$ cat src/rtl/pipeline_pkg.sv
// Shared opcodes, sequencer state encoding and register-usage decode for the
// 5-stage integer pipeline control.
package pipeline_pkg;

  localparam int unsigned NREGS = 32;
  localparam int unsigned REG_W = 5;
  localparam int unsigned OPC_W = 7;

  localparam logic [OPC_W-1:0] R_TYPE  = 7'b0110011;
  localparam logic [OPC_W-1:0] I_TYPE  = 7'b0010011;
  localparam logic [OPC_W-1:0] STORE   = 7'b0100011;
  localparam logic [OPC_W-1:0] LOAD    = 7'b0000011;
  localparam logic [OPC_W-1:0] BRANCH  = 7'b1100011;
  localparam logic [OPC_W-1:0] JALR    = 7'b1100111;
  localparam logic [OPC_W-1:0] JAL     = 7'b1101111;
  localparam logic [OPC_W-1:0] AUIPC   = 7'b0010111;
  localparam logic [OPC_W-1:0] LUI     = 7'b0110111;
  localparam logic [OPC_W-1:0] FENCES  = 7'b0001111;
  localparam logic [OPC_W-1:0] SYSCALL = 7'b1110011;

  typedef enum logic [1:0] {
    RUN      = 2'd0,
    MEM_WAIT = 2'd1,
    DRAIN    = 2'd2
  } state_e;

  typedef struct packed {
    logic rs1;
    logic rs2;
    logic rd;
  } reg_use_t;

  // Which register fields an opcode actually reads or writes.
  function automatic reg_use_t decode_use(input logic [OPC_W-1:0] opc);
    reg_use_t u;
    u = '0;
    case (opc)
      R_TYPE:  begin u.rs1 = 1'b1; u.rs2 = 1'b1; u.rd = 1'b1; end
      I_TYPE:  begin u.rs1 = 1'b1; u.rd  = 1'b1; end
      STORE:   begin u.rs1 = 1'b1; u.rs2 = 1'b1; end
      LOAD:    begin u.rs1 = 1'b1; u.rd  = 1'b1; end
      BRANCH:  begin u.rs1 = 1'b1; u.rs2 = 1'b1; end
      JALR:    begin u.rs1 = 1'b1; u.rd  = 1'b1; end
      JAL:     u.rd = 1'b1;
      AUIPC:   u.rd = 1'b1;
      LUI:     u.rd = 1'b1;
      default: u = '0;
    endcase
    return u;
  endfunction

endpackage

$ cat src/rtl/pipeline_hazard_sequencer_reg_scoreboard.sv
// Pending-write scoreboard: one bit per architectural register, x0 hard-wired clear.
module reg_scoreboard
  import pipeline_pkg::*;
(
  input  logic             clock,
  input  logic             reset_n,
  input  logic             set_en,
  input  logic [REG_W-1:0] set_idx,
  input  logic             clr_en,
  input  logic [REG_W-1:0] clr_idx,
  input  logic [REG_W-1:0] chk1_idx,
  output logic             chk1_busy_c,
  input  logic [REG_W-1:0] chk2_idx,
  output logic             chk2_busy_c,
  output logic [NREGS-1:0] pending,
  output logic             empty_c
);

  localparam logic [NREGS-1:0] X0_KEEP = {{(NREGS-1){1'b1}}, 1'b0};

  logic [NREGS-1:0] set_mask;
  logic [NREGS-1:0] clr_mask;
  logic [NREGS-1:0] pending_nxt;

  // Set is applied after clear so a same-bit collision leaves the bit set.
  always_comb begin
    set_mask = '0;
    clr_mask = '0;
    if (set_en) set_mask[set_idx] = 1'b1;
    if (clr_en) clr_mask[clr_idx] = 1'b1;
    pending_nxt = ((pending & ~clr_mask) | set_mask) & X0_KEEP;
  end

  always_ff @(posedge clock or negedge reset_n) begin
    if (!reset_n) pending <= '0;
    else          pending <= pending_nxt;
  end

  assign chk1_busy_c = pending[chk1_idx];
  assign chk2_busy_c = pending[chk2_idx];
  assign empty_c     = (pending == '0);

endmodule

$ cat src/rtl/pipeline_hazard_sequencer.sv
// Central stall/flush sequencer: scoreboard-based hazard stalls, data-memory
// wait freeze, taken-branch squash and FENCE/SYSTEM drain.
module pipeline_hazard_sequencer
  import pipeline_pkg::*;
#(
  parameter int unsigned CNT_W = 32
) (
  input  logic             clock,
  input  logic             reset_n,
  input  logic             if_id_valid,
  input  logic [OPC_W-1:0] if_id_opcode,
  input  logic [REG_W-1:0] if_id_read_reg1,
  input  logic [REG_W-1:0] if_id_read_reg2,
  input  logic [REG_W-1:0] if_id_write_reg,
  input  logic             exe_branch_taken,
  input  logic             mem_req_valid,
  input  logic             mem_ready,
  input  logic             wb_regWrite,
  input  logic [REG_W-1:0] wb_write_reg,
  output logic             pc_en,
  output logic             if_id_en,
  output logic             if_id_flush,
  output logic             id_exe_en,
  output logic             id_exe_bubble,
  output logic             exe_mem_en,
  output logic             mem_wb_bubble,
  output logic             stall,
  output logic [NREGS-1:0] pending,
  output logic [CNT_W-1:0] stall_count
);

  localparam logic [CNT_W-1:0] CNT_MAX = '1;

  state_e           state;
  state_e           state_nxt;
  reg_use_t         use_c;
  logic             rs1_busy_c;
  logic             rs2_busy_c;
  logic             hazard_c;
  logic             sync_op_c;
  logic             freeze_c;
  logic             issue_c;
  logic             sb_empty_c;
  logic             sb_set_en;
  logic [REG_W-1:0] sb_set_idx;
  logic             sb_clr_en;

  assign use_c     = decode_use(if_id_opcode);
  assign hazard_c  = if_id_valid &&
                     ((use_c.rs1 && rs1_busy_c) || (use_c.rs2 && rs2_busy_c) ||
                      (use_c.rd && pending[if_id_write_reg]));
  assign sync_op_c = if_id_valid &&
                     ((if_id_opcode == FENCES) || (if_id_opcode == SYSCALL));
  // MEM_WAIT freeze covers the cycle the miss is first seen as well.
  assign freeze_c  = !mem_ready && ((state == MEM_WAIT) || mem_req_valid);

  assign issue_c    = if_id_valid && !stall && !if_id_flush && id_exe_en;
  assign sb_set_en  = issue_c && use_c.rd;
  assign sb_set_idx = if_id_write_reg;
  assign sb_clr_en  = wb_regWrite;

  reg_scoreboard u_scoreboard (
    .clock       (clock),
    .reset_n     (reset_n),
    .set_en      (sb_set_en),
    .set_idx     (sb_set_idx),
    .clr_en      (sb_clr_en),
    .clr_idx     (wb_write_reg),
    .chk1_idx    (if_id_read_reg1),
    .chk1_busy_c (rs1_busy_c),
    .chk2_idx    (if_id_read_reg2),
    .chk2_busy_c (rs2_busy_c),
    .pending     (pending),
    .empty_c     (sb_empty_c)
  );

  always_ff @(posedge clock or negedge reset_n) begin
    if (!reset_n) state <= RUN;
    else          state <= state_nxt;
  end

  // Priority: reset > memory freeze > branch flush > drain/stall > advance.
  always_comb begin
    state_nxt     = state;
    pc_en         = 1'b1;
    if_id_en      = 1'b1;
    if_id_flush   = 1'b0;
    id_exe_en     = 1'b1;
    id_exe_bubble = 1'b0;
    exe_mem_en    = 1'b1;
    mem_wb_bubble = 1'b0;
    stall         = 1'b0;
    if (!reset_n) begin
      pc_en         = 1'b0;
      if_id_en      = 1'b0;
      if_id_flush   = 1'b1;
      id_exe_en     = 1'b0;
      id_exe_bubble = 1'b1;
      exe_mem_en    = 1'b0;
      mem_wb_bubble = 1'b1;
      state_nxt     = RUN;
    end else if (freeze_c) begin
      pc_en         = 1'b0;
      if_id_en      = 1'b0;
      id_exe_en     = 1'b0;
      exe_mem_en    = 1'b0;
      mem_wb_bubble = 1'b1;
      state_nxt     = MEM_WAIT;
    end else if (exe_branch_taken) begin
      if_id_flush   = 1'b1;
      id_exe_bubble = 1'b1;
      state_nxt     = RUN;
    end else if (state == DRAIN) begin
      stall         = 1'b1;
      pc_en         = 1'b0;
      if_id_en      = 1'b0;
      id_exe_bubble = 1'b1;
      if (sb_empty_c) state_nxt = RUN;
    end else if (hazard_c || (sync_op_c && !sb_empty_c)) begin
      stall         = 1'b1;
      pc_en         = 1'b0;
      if_id_en      = 1'b0;
      id_exe_bubble = 1'b1;
      state_nxt     = hazard_c ? RUN : DRAIN;
    end else begin
      state_nxt     = RUN;
    end
  end

  always_ff @(posedge clock or negedge reset_n) begin
    if (!reset_n)                             stall_count <= '0;
    else if (stall && stall_count != CNT_MAX) stall_count <= stall_count + CNT_W'(1);
  end

endmodule

$ cat config.mk
export PLATFORM = sky130hd
export DESIGN_NAME = pipeline_hazard_sequencer
export DESIGN_NICKNAME = d
export VERILOG_FILES = /design/src/rtl/pipeline_pkg.sv /design/src/rtl/pipeline_hazard_sequencer_reg_scoreboard.sv /design/src/rtl/pipeline_hazard_sequencer.sv
export SDC_FILE = /design/constraint.sdc
export NUM_CORES = 1
export LEC_CHECK = 0
export ABC_AREA = 1
export CORE_MARGIN = 2
export CORE_UTILIZATION = 45
export DETAILED_ROUTE_END_ITERATION = 10
export PLACE_DENSITY = 0.81
export SYNTH_ARGS = -nofsm -noshare
export SYNTH_HDL_FRONTEND = slang
export SYNTH_SLANG_ARGS = --single-unit
$ cat constraint.sdc
create_clock -name clock -period 3 [get_ports clock]
set_clock_uncertainty 0.05 [all_clocks]
set_input_delay 0.45 -clock clock [delete_from_list [all_inputs] [get_ports clock]]
set_output_delay 0.45 -clock clock [all_outputs]
set_load 0.01 [all_outputs]
# [After elaboration in Yosys (flattened, before gate mapping)]
# Index checks and enable logic that the tools add are counted.
[op_classes] addsub=1 magnitude_cmp=6 n_eq_ne=15 muxes=42 bitwise=3 n_reduce_logical=27
[ops] cell="32-bit 2-to-1 mux" n=2
[ops] cell="32-bit by 1-bit adder with 32-bit output (second input constant)" n=1
[ops] cell="32-bit AND" n=1
[ops] cell="32-bit logical NOT" n=1
[ops] cell="32-bit != test (second input constant)" n=1
[ops] cell="32-bit inverter" n=1
[ops] cell="32-bit bitwise OR" n=1
[ops] cell="7-bit == test (second input constant)" n=4
[ops] cell="1-bit 2-to-1 mux" n=28
[ops] cell="5-bit by 6-bit less-than comparator with 1-bit output (second input constant)" n=4
[ops] cell="7-bit by 6-bit == test with 1-bit output (second input constant)" n=3
[ops] cell="1-bit binary-select mux with 5-bit select" n=3
[ops] cell="7-bit by 5-bit == test with 1-bit output (second input constant)" n=2
[ops] cell="1-bit logical AND" n=14
[ops] cell="2-bit 2-to-1 mux" n=7
[ops] cell="1-bit demux with 5-bit select" n=2
[ops] cell="5-bit by 1-bit >= comparator with 1-bit output (second input constant)" n=2
[ops] cell="7-bit by 2-bit == test with 1-bit output (second input constant)" n=1
[ops] cell="7-bit by 4-bit == test with 1-bit output (second input constant)" n=1
[ops] cell="7-bit OR reduction" n=1
[ops] cell="6-bit OR reduction" n=1
[ops] cell="1-bit logical OR" n=5
[ops] cell="5-bit != test (second input constant)" n=1
[ops] cell="1-bit logical NOT" n=4
[ops] cell="3 further kinds" n=3
[word_totals] regBits=65 input_bits=34 elab_cells=97

# [Depth between registers and ports, before layout]
# Gate-level depths: netlist (run 1).
[logic_depth] word_depth=20 depth_mapped=17 mapped_depth_nobuf=15

# [Cells and area by module]
# Synthesis (run 1) repeated with hierarchy kept, for this count alone.
[hier_totals] hier_cells=733 area_unflattened_um2=4916.0
[by_module_without_submodules] mod="pipeline_hazard_sequencer" instances=1 cells_per_inst=437 area_per_inst_um2=2882.8
[by_module_without_submodules] mod="reg_scoreboard" instances=1 cells_per_inst=296 area_per_inst_um2=2033.2

# [Least setup slack after synthesis (run 1)]
# Ideal clock, no wire load.
[synth_path] path_kind="input -> output" startpoint="input if_id_read_reg2[0]" endpoint="output pc_en" arrival_ps=2010 t_required_ps=2500 path_slack_ps=490 path_stages=15 n_path_buf=4 path_cell_list="buf_2 -> inv_2 -> buf_2 -> nand2_1 -> nand3_1 -> nand3_1 -> nand3_1 -> nand3_1 -> nand3_1 -> nand3_1 -> nand2_2 -> a21oi_4 -> buf_4 -> nor2_1 -> buf_4"
[synth_between] elab_chain_cells=12
[synth_rtl] item="start, declared" line="pipeline_hazard_sequencer.sv:13" rtl="input logic [REG_W-1:0] if_id_read_reg2,"
[synth_rtl] item="1-bit binary-select mux with 5-bit select" line="pipeline_hazard_sequencer_reg_scoreboard.sv:40" rtl="assign chk2_busy_c = pending[chk2_idx];"
[synth_rtl] item="1-bit 2-to-1 mux (implied by the code)" line="pipeline_hazard_sequencer_reg_scoreboard.sv:40"
[synth_rtl] item="1-bit logical AND" line="pipeline_hazard_sequencer.sv:50" rtl="((use_c.rs1 && rs1_busy_c) || (use_c.rs2 && rs2_busy_c) ||"
[synth_rtl] item="1-bit logical OR (2 in series)" line="pipeline_hazard_sequencer.sv:50"
[synth_rtl] item="1-bit logical AND" line="pipeline_hazard_sequencer.sv:49" rtl="assign hazard_c = if_id_valid &&"
[synth_rtl] item="1-bit logical OR" line="pipeline_hazard_sequencer.sv:119" rtl="end else if (hazard_c || (sync_op_c && !sb_empty_c)) begin"
[synth_rtl] item="1-bit 2-to-1 mux (5 in series)"
[synth_rtl] item="end, declared" line="pipeline_hazard_sequencer.sv:20" rtl="output logic pc_en,"
# No other way between the ends. The select of a mux whose other input is x is not followed.

# [Worst setup path in the final report (run 1)]
[layout_path] startpoint="input if_id_write_reg[2]" endpoint="output pc_en"
[layout_between] elab_chain_cells=11
[layout_rtl] item="start, declared" line="pipeline_hazard_sequencer.sv:14" rtl="input logic [REG_W-1:0] if_id_write_reg,"
[layout_rtl] item="1-bit binary-select mux with 5-bit select" line="pipeline_hazard_sequencer.sv:51" rtl="(use_c.rd && pending[if_id_write_reg]));"
[layout_rtl] item="1-bit 2-to-1 mux (implied by the code)" line="pipeline_hazard_sequencer.sv:51"
[layout_rtl] item="1-bit logical AND" line="pipeline_hazard_sequencer.sv:51"
[layout_rtl] item="1-bit logical OR" line="pipeline_hazard_sequencer.sv:50"
[layout_rtl] item="1-bit logical AND" line="pipeline_hazard_sequencer.sv:49"
[layout_rtl] item="1-bit logical OR" line="pipeline_hazard_sequencer.sv:119"
[layout_rtl] item="1-bit 2-to-1 mux" line="pipeline_hazard_sequencer.sv:119"
[layout_rtl] item="1-bit 2-to-1 mux" line="pipeline_hazard_sequencer.sv:113" rtl="end else if (state == DRAIN) begin"
[layout_rtl] item="1-bit 2-to-1 mux" line="pipeline_hazard_sequencer.sv:109" rtl="end else if (exe_branch_taken) begin"
[layout_rtl] item="1-bit 2-to-1 mux" line="pipeline_hazard_sequencer.sv:102" rtl="end else if (freeze_c) begin"
[layout_rtl] item="1-bit 2-to-1 mux" line="pipeline_hazard_sequencer.sv:93" rtl="if (!reset_n) begin"
# No other way between the ends. The select of a mux whose other input is x is not followed.

==> results.ini, run 1 <==
[status]
run_status=finished, final reports clean

[global_routing]
grt_overflow=0
antenna_found_initial=0
grt_max_degree=66
track_usage_pct=30.2
grt_pass1_vias=5543
grt_pass1_wl_um=28100

[logic_synthesis]
yosysWarnings=0
synth.distinct_cells=32
synth_compound_area_share_pct=5.42
yosys.area_share.simple_pct=47.1
synth_area_leader_cell=dfrtp_1
synth_top_family_by_area=simple AND/OR/NAND/NOR gates
synth-seq-area-share_pct=32.3
synth_ff_type=dfrtp_1
syn_area_um2=5030
synth_edf_count=0
synth_top_area_share_pct=32.3
synthTopCellsByCount=249 x nand2_1, 110 x nand3_1, 73 x inv_1, 73 x nor2_1, 65 x dfrtp_1
synthTopCellsByArea=dfrtp_1 32%, nand2_1 19%, nand3_1 11%
synth_mux_area_share_pct=0
synth_xor_area_share_pct=5.05
syn-num-nets=822
synthAdderAreaFrac_pct=0.249
synth_most_common_cell=nand2_1
ys_seq_elements=65
avgSynthCellArea_um2=6.39
synth_cells=787
synthArstFlopShare_pct=100

[detailed_routing]
post_drt_wl_per_cell_um=16.4
num_vias=6054
first_pass_iters=8
ant_nets=0
routed_via_density=5.62
drc=0
drt-total-wl_um=17700
drt-initial-drc-count=603

[worst_setup_path]
r2r-start=stall_count[1]
path_class=in2out
endpoint_kind=primary output
cpPeakStageDelay_ns=0.47
startpoint=if_id_write_reg[2]
start_kind=input pin
cp_max_fo=3
crit_slowest_cell=clkdlybuf4s50_1
arrival_ns=2.34
required_ns=2.50
path_cells=clkdlybuf4s50_1 -> buf_4 -> nor3_2 -> nand2_1 -> nand2_1 -> nor2_1 -> nand3_1 -> nand3_2 -> nand2_2 -> a21oi_4 -> nor2_1 -> dlygate4sd2_1

[cells_and_area]
drive_gt1_share_pct=12.7
fin_util_pct=63.0
syn_to_final_growth_pct=36.4
fin_cells=1078
fillCellCount=956
register_area_um2=1630
multiInputGateArea_um2=3010
num_antenna_cells=0
nNetsFinal=968

[cts]
path_clk_slew_ns=0.08
cts_resized=29
ctsHoldBuffers=0
root_buffer=clkbuf_8
cts_setup_buffers=0
cts_tree=built
clock_path_buffers=2
cts_made_buffers=9
cts_sinks=65
clk_latency_ns=0.35
htree_levels=3

[die]
num_rows=38
fp.dieArea_um2=12000
start_util_pct=46.2
core_um2=10900
die_w_um=110
io_pins=106
fp.dieH_um=110

[sta]
worst_pin_slew_ns=0.816
fin_crit_ns=2.84
timing.final.crit_share_pct=94.8
max_slew_margin_pct=45.6
max_freq_ghz=0.352
rsz0062_at_grt=no
worst_slack_ns=0.157
setup_tns_ns=0
setup-violations-final=0
hold_violations=0
drv_slew=0

[placed_design]
dp_hpwl_um=12900
post-place-ws_ns=-0.355
portBuffers=104
dp_cells=1062
gp_congestion=0.999

[power_and_ir_drop]
power.leakage_nw=3.31
p_per_area_nw_per_um2=308
vdd_ir_drop_max_mv=0.234

[worst_hold_path]
min_path_type=in2async

[flow_run]
maxCapViolCount=0

-- metrics by stage --
step / power [mW] / hold WS (ns) / cell area (µm²)
after floorplan: 1.07 / 0.104 / 5030
after global placement: 1.25 / 0.489 / 6550
after detailed placement: 1.26 / 0.502 / 6550
after CTS: 2.11 / 0.300 / 6850
after global routing: 2.20 / 0.332 / 6860
final: 2.11 / 0.251 / 6860
-- flip-flops by register name, summed over array words and instances, names as in the netlist --
| signal | cells |
|---|---|
| stall_count | 32 |
| u_scoreboard.pending | 31 |
| state | 2 |
-- cell type report --
type,count,share of cell area (%)
tap,140,2.55
inverter,80,4.41
multi-input combinational,611,43.9
clock inverter,6,1.31
sequential,65,23.7
timing repair buffer,166,22.1
clock buffer,10,2.01
-- layer usage --
layer / wire, µm / share of wire (%) / global-route usage [%]
met2: 7760 / 44 / 46.6
met5: 0 / 0 / 0
met3: 1920 / 11 / 5.81
met4: 485 / 2.7 / 8.77
met1: 7540 / 43 / 43.2
-- worst max-delay path: cells and delay by family --
| family | cells | cell delay [ns] |
|---|---|---|
| buf+inv | 3 | 0.95 |
| compound gates | 1 | 0.07 |
| simple gates | 8 | 0.86 |
-- cells by family (layout without fill, tap and decap cells) --
| group | count (synthesis) | count (layout) |
|---|---|---|
| buffers and inverters | 111 | 262 |
| xor gates and xnor gates | 29 | 29 |
| other | 1 | 1 |
| AOI/OAI and AO/OA | 50 | 50 |
| and+or+nand+nor | 530 | 530 |
| adders and majority gates | 1 | 1 |
| DFF | 65 | 65 |
-- power by group --
part           internal, mW  switching (mW)  leakage (nW)
sequential            0.883          0.0114         0.907
clock                 0.493           0.367         0.113
combinational         0.148           0.207          2.29
-- worst paths after layout --
path | endpoint | slack (ns) | depth (start not counted)
max | pc_en | 0.16 | 12
min | u_scoreboard.pending[3] | 0.25 | 2
max reg2reg | stall_count[15] | 0.47 | 11
min reg2reg | stall_count[31] | 0.52 | 2
max in group asynchronous | u_scoreboard.pending[27] | 2.11 | 2
min in group clock | state[0] | 0.52 | 3
-- cell usage in the layout, fill, tap and decap left out, types with 4 or more instances in the layout --
| cell type | instances |
|---|---|
| nand2_1 | 248 |
| nand3_1 | 108 |
| clkdlybuf4s50_1 | 93 |
| nor2_1 | 72 |
| inv_1 | 70 |
| dfrtp_1 | 65 |
| buf_4 | 59 |
| nand4_1 | 49 |
| o21ai_0 | 33 |
| xor2_1 | 19 |
| nor4_1 | 14 |
| nor3_1 | 10 |
| xnor2_1 | 10 |
| clkbuf_8 | 10 |
| inv_2 | 8 |
| dlygate4sd2_1 | 8 |
| nor3_2 | 7 |
| a21oi_1 | 6 |
| o21ai_1 | 5 |
| nand3_2 | 4 |
| nor2_2 | 4 |
| nand2_2 | 4 |
(Power assumes the default switching activity.)
==> run 2: changes to the inputs <==
Settings changed: PLACE_DENSITY 0.81 to unset, PLACE_DENSITY_LB_ADDON set to 0.1, RECOVER_POWER set to 50.
==> run 2 against run 1 <==
  * The run now ends with capacitance limit, slew limit left
  * Maximum frequency down 2.5%
  * Wire length up 7.1%
  * Hold slack better by 0.27 ns
  * Core utilization down 0.16 points
  * Largest cell class unchanged
  * Highest routed layer unchanged
==> results.ini, run 2 (synthesized netlist as in run 1, its figures left out) <==
[sta]
worst_pin_slew_ns=1.66  ; was 0.816 ns
fin_crit_ns=2.91  ; was 2.84 ns
hold_violations=0  ; unchanged
timing.final.crit_share_pct=97.2  ; was 94.8%
max_slew_margin_pct=-10.8  ; was 45.6%
worst_slack_ns=0.0852  ; was 0.157 ns
setup-violations-final=0  ; unchanged
drv_slew=66  ; was 0
max_freq_ghz=0.343  ; was 0.352 GHz
rsz0062_at_grt=no  ; unchanged

[detailed_routing]
num_vias=6101  ; was 6054
first_pass_iters=7  ; was 8
post_drt_wl_per_cell_um=17.6  ; was 16.4 µm
ant_nets=0  ; unchanged
drt-initial-drc-count=635  ; was 603
routed_via_density=5.66  ; was 5.62
drt-total-wl_um=19000  ; was 17700 µm
drc=0  ; unchanged

[die]
num_rows=38  ; unchanged
start_util_pct=46.2  ; unchanged
io_pins=106  ; unchanged
fp.dieH_um=110  ; unchanged
fp.dieArea_um2=12000  ; unchanged
die_w_um=110  ; unchanged
core_um2=10900  ; unchanged

[power_and_ir_drop]
p_switching_mw=0.578  ; was 0.586 mW
power.leakage_nw=3.41  ; was 3.31 nW
p_sw_share_pct=26.8  ; was 27.7%
sequentialPowerShare_pct=41.6  ; was 42.4%
pwr-share-clk_pct=41.9  ; was 40.8%
p_comb_share_pct=16.6  ; was 16.8%
p_int_mw=1.58  ; was 1.52 mW
totalPowerFinal_mw=2.16  ; was 2.11 mW
vdd_ir_drop_max_mv=0.223  ; was 0.234 mV
p_per_area_nw_per_um2=315  ; was 308 nW/µm²

[global_routing]
use_met1_pct=47.7  ; was 43.2%
grt_use_met3_pct=8.77  ; was 5.81%
grt_pass1_wl_um=29700  ; was 28100 µm
antenna_found_initial=0  ; unchanged
gr-max-usage-layer=met1  ; was met2
grt_max_degree=66  ; unchanged
grtUsageMet2_pct=46.3  ; was 46.6%
grt_overflow=0  ; unchanged
track_usage_pct=32.6  ; was 30.2%
grt_pass1_vias=5689  ; was 5543

[worst_setup_path]
cpPeakStageDelay_ns=0.52  ; was 0.47 ns
arrival_ns=2.41  ; was 2.34 ns
crit_slowest_cell=clkdlybuf4s50_1  ; unchanged
path_class=in2out  ; unchanged
r2r-start=stall_count[0]  ; was stall_count[1]
r2r_setup_slack_ns=0.40  ; was 0.47 ns
required_ns=2.50  ; about the same
path_cells=clkdlybuf4s50_1 -> inv_1 -> nor3_1 -> buf_4 -> nand2_1 -> nand2_1 -> nor2_1 -> nand3_1 -> nand3_1 -> nand2_2 -> a21oi_4 -> nor2_2 -> dlygate4sd2_1  ; was clkdlybuf4s50_1 -> buf_4 -> nor3_2 -> nand2_1 -> nand2_1 -> nor2_1 -> nand3_1 -> nand3_2 -> nand2_2 -> a21oi_4 -> nor2_1 -> dlygate4sd2_1
r2r-end=stall_count[14]  ; was stall_count[15]
cp_max_fo=4  ; was 3
worstRegToRegCells=12  ; was 11
start_kind=input pin  ; unchanged
endpoint_kind=primary output  ; unchanged

[cts]
path_clk_slew_ns=0.07  ; was 0.08 ns
cts_tree=built  ; unchanged
ctsHoldBuffers=0  ; unchanged
root_buffer=clkbuf_8  ; unchanged
cts_sinks=65  ; unchanged
cts_made_buffers=9  ; unchanged
clock_path_buffers=2  ; unchanged
cts_setup_buffers=0  ; unchanged
clk_latency_ns=0.36  ; was 0.35 ns
htree_levels=3  ; unchanged

[cells_and_area]
num_antenna_cells=0  ; unchanged
syn_to_final_growth_pct=36.1  ; was 36.4%
register_area_um2=1630  ; unchanged
final_common_cell=nand2_1  ; unchanged
top_regs=stall_count (32), u_scoreboard.pending (31), state (2)  ; unchanged
fin_util_pct=62.8  ; was 63.0%
drive_gt1_share_pct=11.3  ; was 12.7%
multiInputGateArea_um2=2980  ; was 3010 µm²
fillCellCount=1010  ; was 956
nNetsFinal=969  ; was 968
largest_register_ffs=32  ; unchanged
final_cell_mix=248 x nand2_1, 109 x nand3_1, 73 x inv_1  ; was 248 x nand2_1, 108 x nand3_1, 93 x clkdlybuf4s50_1
top_register=stall_count  ; unchanged

[worst_hold_path]
min_delay_path_depth=2
holdCritStartpoint=stall_count[31]
min_path_type=reg2reg  ; was in2async
hold_end=stall_count[31]

[placed_design]
portBuffers=104  ; unchanged
dp_hpwl_um=13900  ; was 12900 µm
gp_congestion=0.961  ; was 0.999
post-place-ws_ns=-0.385  ; was -0.355 ns

[status]
run_status=finished, violations left  ; was finished, final reports clean
violations=capacitance limit, slew limit

[flow_run]
maxCapViolCount=1  ; was 0

## run 2: cell types whose count changed in the layout (fill, tap and decap cells not counted), sizes merged
| cell | change |
|---|---|
| bufinv | +1 |
| clkdlybuf4s50 | -32 |
| dlymetal6s2s | +1 |
| inv | -1 |
| clkdlybuf4s15 | +2 |
| dlygate4sd2 | -3 |
| clkbuf | +4 |
| clkinvlp | -1 |
| buf | -2 |
| dlygate4sd3 | +33 |
| clkinv | -2 |
## run 2: power groups by stage
| stage | sequential [mW] | clock (mW) | combinational, mW |
|---|---|---|---|
| detailed placement | 0.912 | 0 | 0.348 |
| CTS | 0.895 | 0.911 | 0.350 |
| global placement | 0.911 | 0 | 0.342 |
| floorplan | 0.912 | 0 | 0.160 |
| global route | 0.896 | 0.948 | 0.390 |
| finish | 0.896 | 0.903 | 0.357 |
## run 2: cell type report
type                       count  share of cell area, %
multi-input combinational    611                   43.6
clock buffer                  12                   1.98
clock inverter                 3                   1.32
tap                          140                   2.56
inverter                      80                   4.50
sequential                    65                   23.8
timing repair buffer         167                   22.3
## run 2: per-layer routing
metal  vias up  share of wire, %
li1       2898                 -
met1      2828                46
met2       333                41
met3        42                11
met4         0               2.5
met5         -                 0
## run 2: timing repair
item,CTS,global route
endpoints found under the setup margin,4,3
hold endpoints to repair,0,0
pin swaps,0,1
resized for setup,16,13
gates cloned,0,0
## run 2: worst max-delay path by stage
| stage | depth (start not counted) | slack, ns | from | end |
|---|---|---|---|---|
| 6_report | 13 | 0.09 | if_id_write_reg[2] | pc_en |
| 5_1_grt | 15 | 0.001 | if_id_read_reg2[0] | stall |
| 4_1_cts | 12 | 0.02 | if_id_write_reg[4] | if_id_en |
| 3_5_place_dp | 14 | -0.38 | if_id_write_reg[0] | if_id_en |
| 3_3_place_gp | 14 | -0.28 | if_id_write_reg[0] | if_id_en |
| 2_1_floorplan | 15 | 0.49 | if_id_read_reg2[0] | pc_en |
## run 2: through the flow
stage               cells  TNS (ns)  hold WS, ns  cell area, µm²
global placement     1063    -0.947        0.505            6540
finish               1078         0        0.523            6840
floorplan             787         0        0.104            5030
detailed placement   1063     -1.23        0.509            6540
global route         1078         0        0.545            6840
CTS                  1078         0        0.306            6790
## run 2: worst max-delay path: cells and delay by family
family	cells	cell delay [ns]
buffers and inverters	4	1.08
AO/OA/AOI/OAI	1	0.07
AND/OR/NAND/NOR	8	0.82
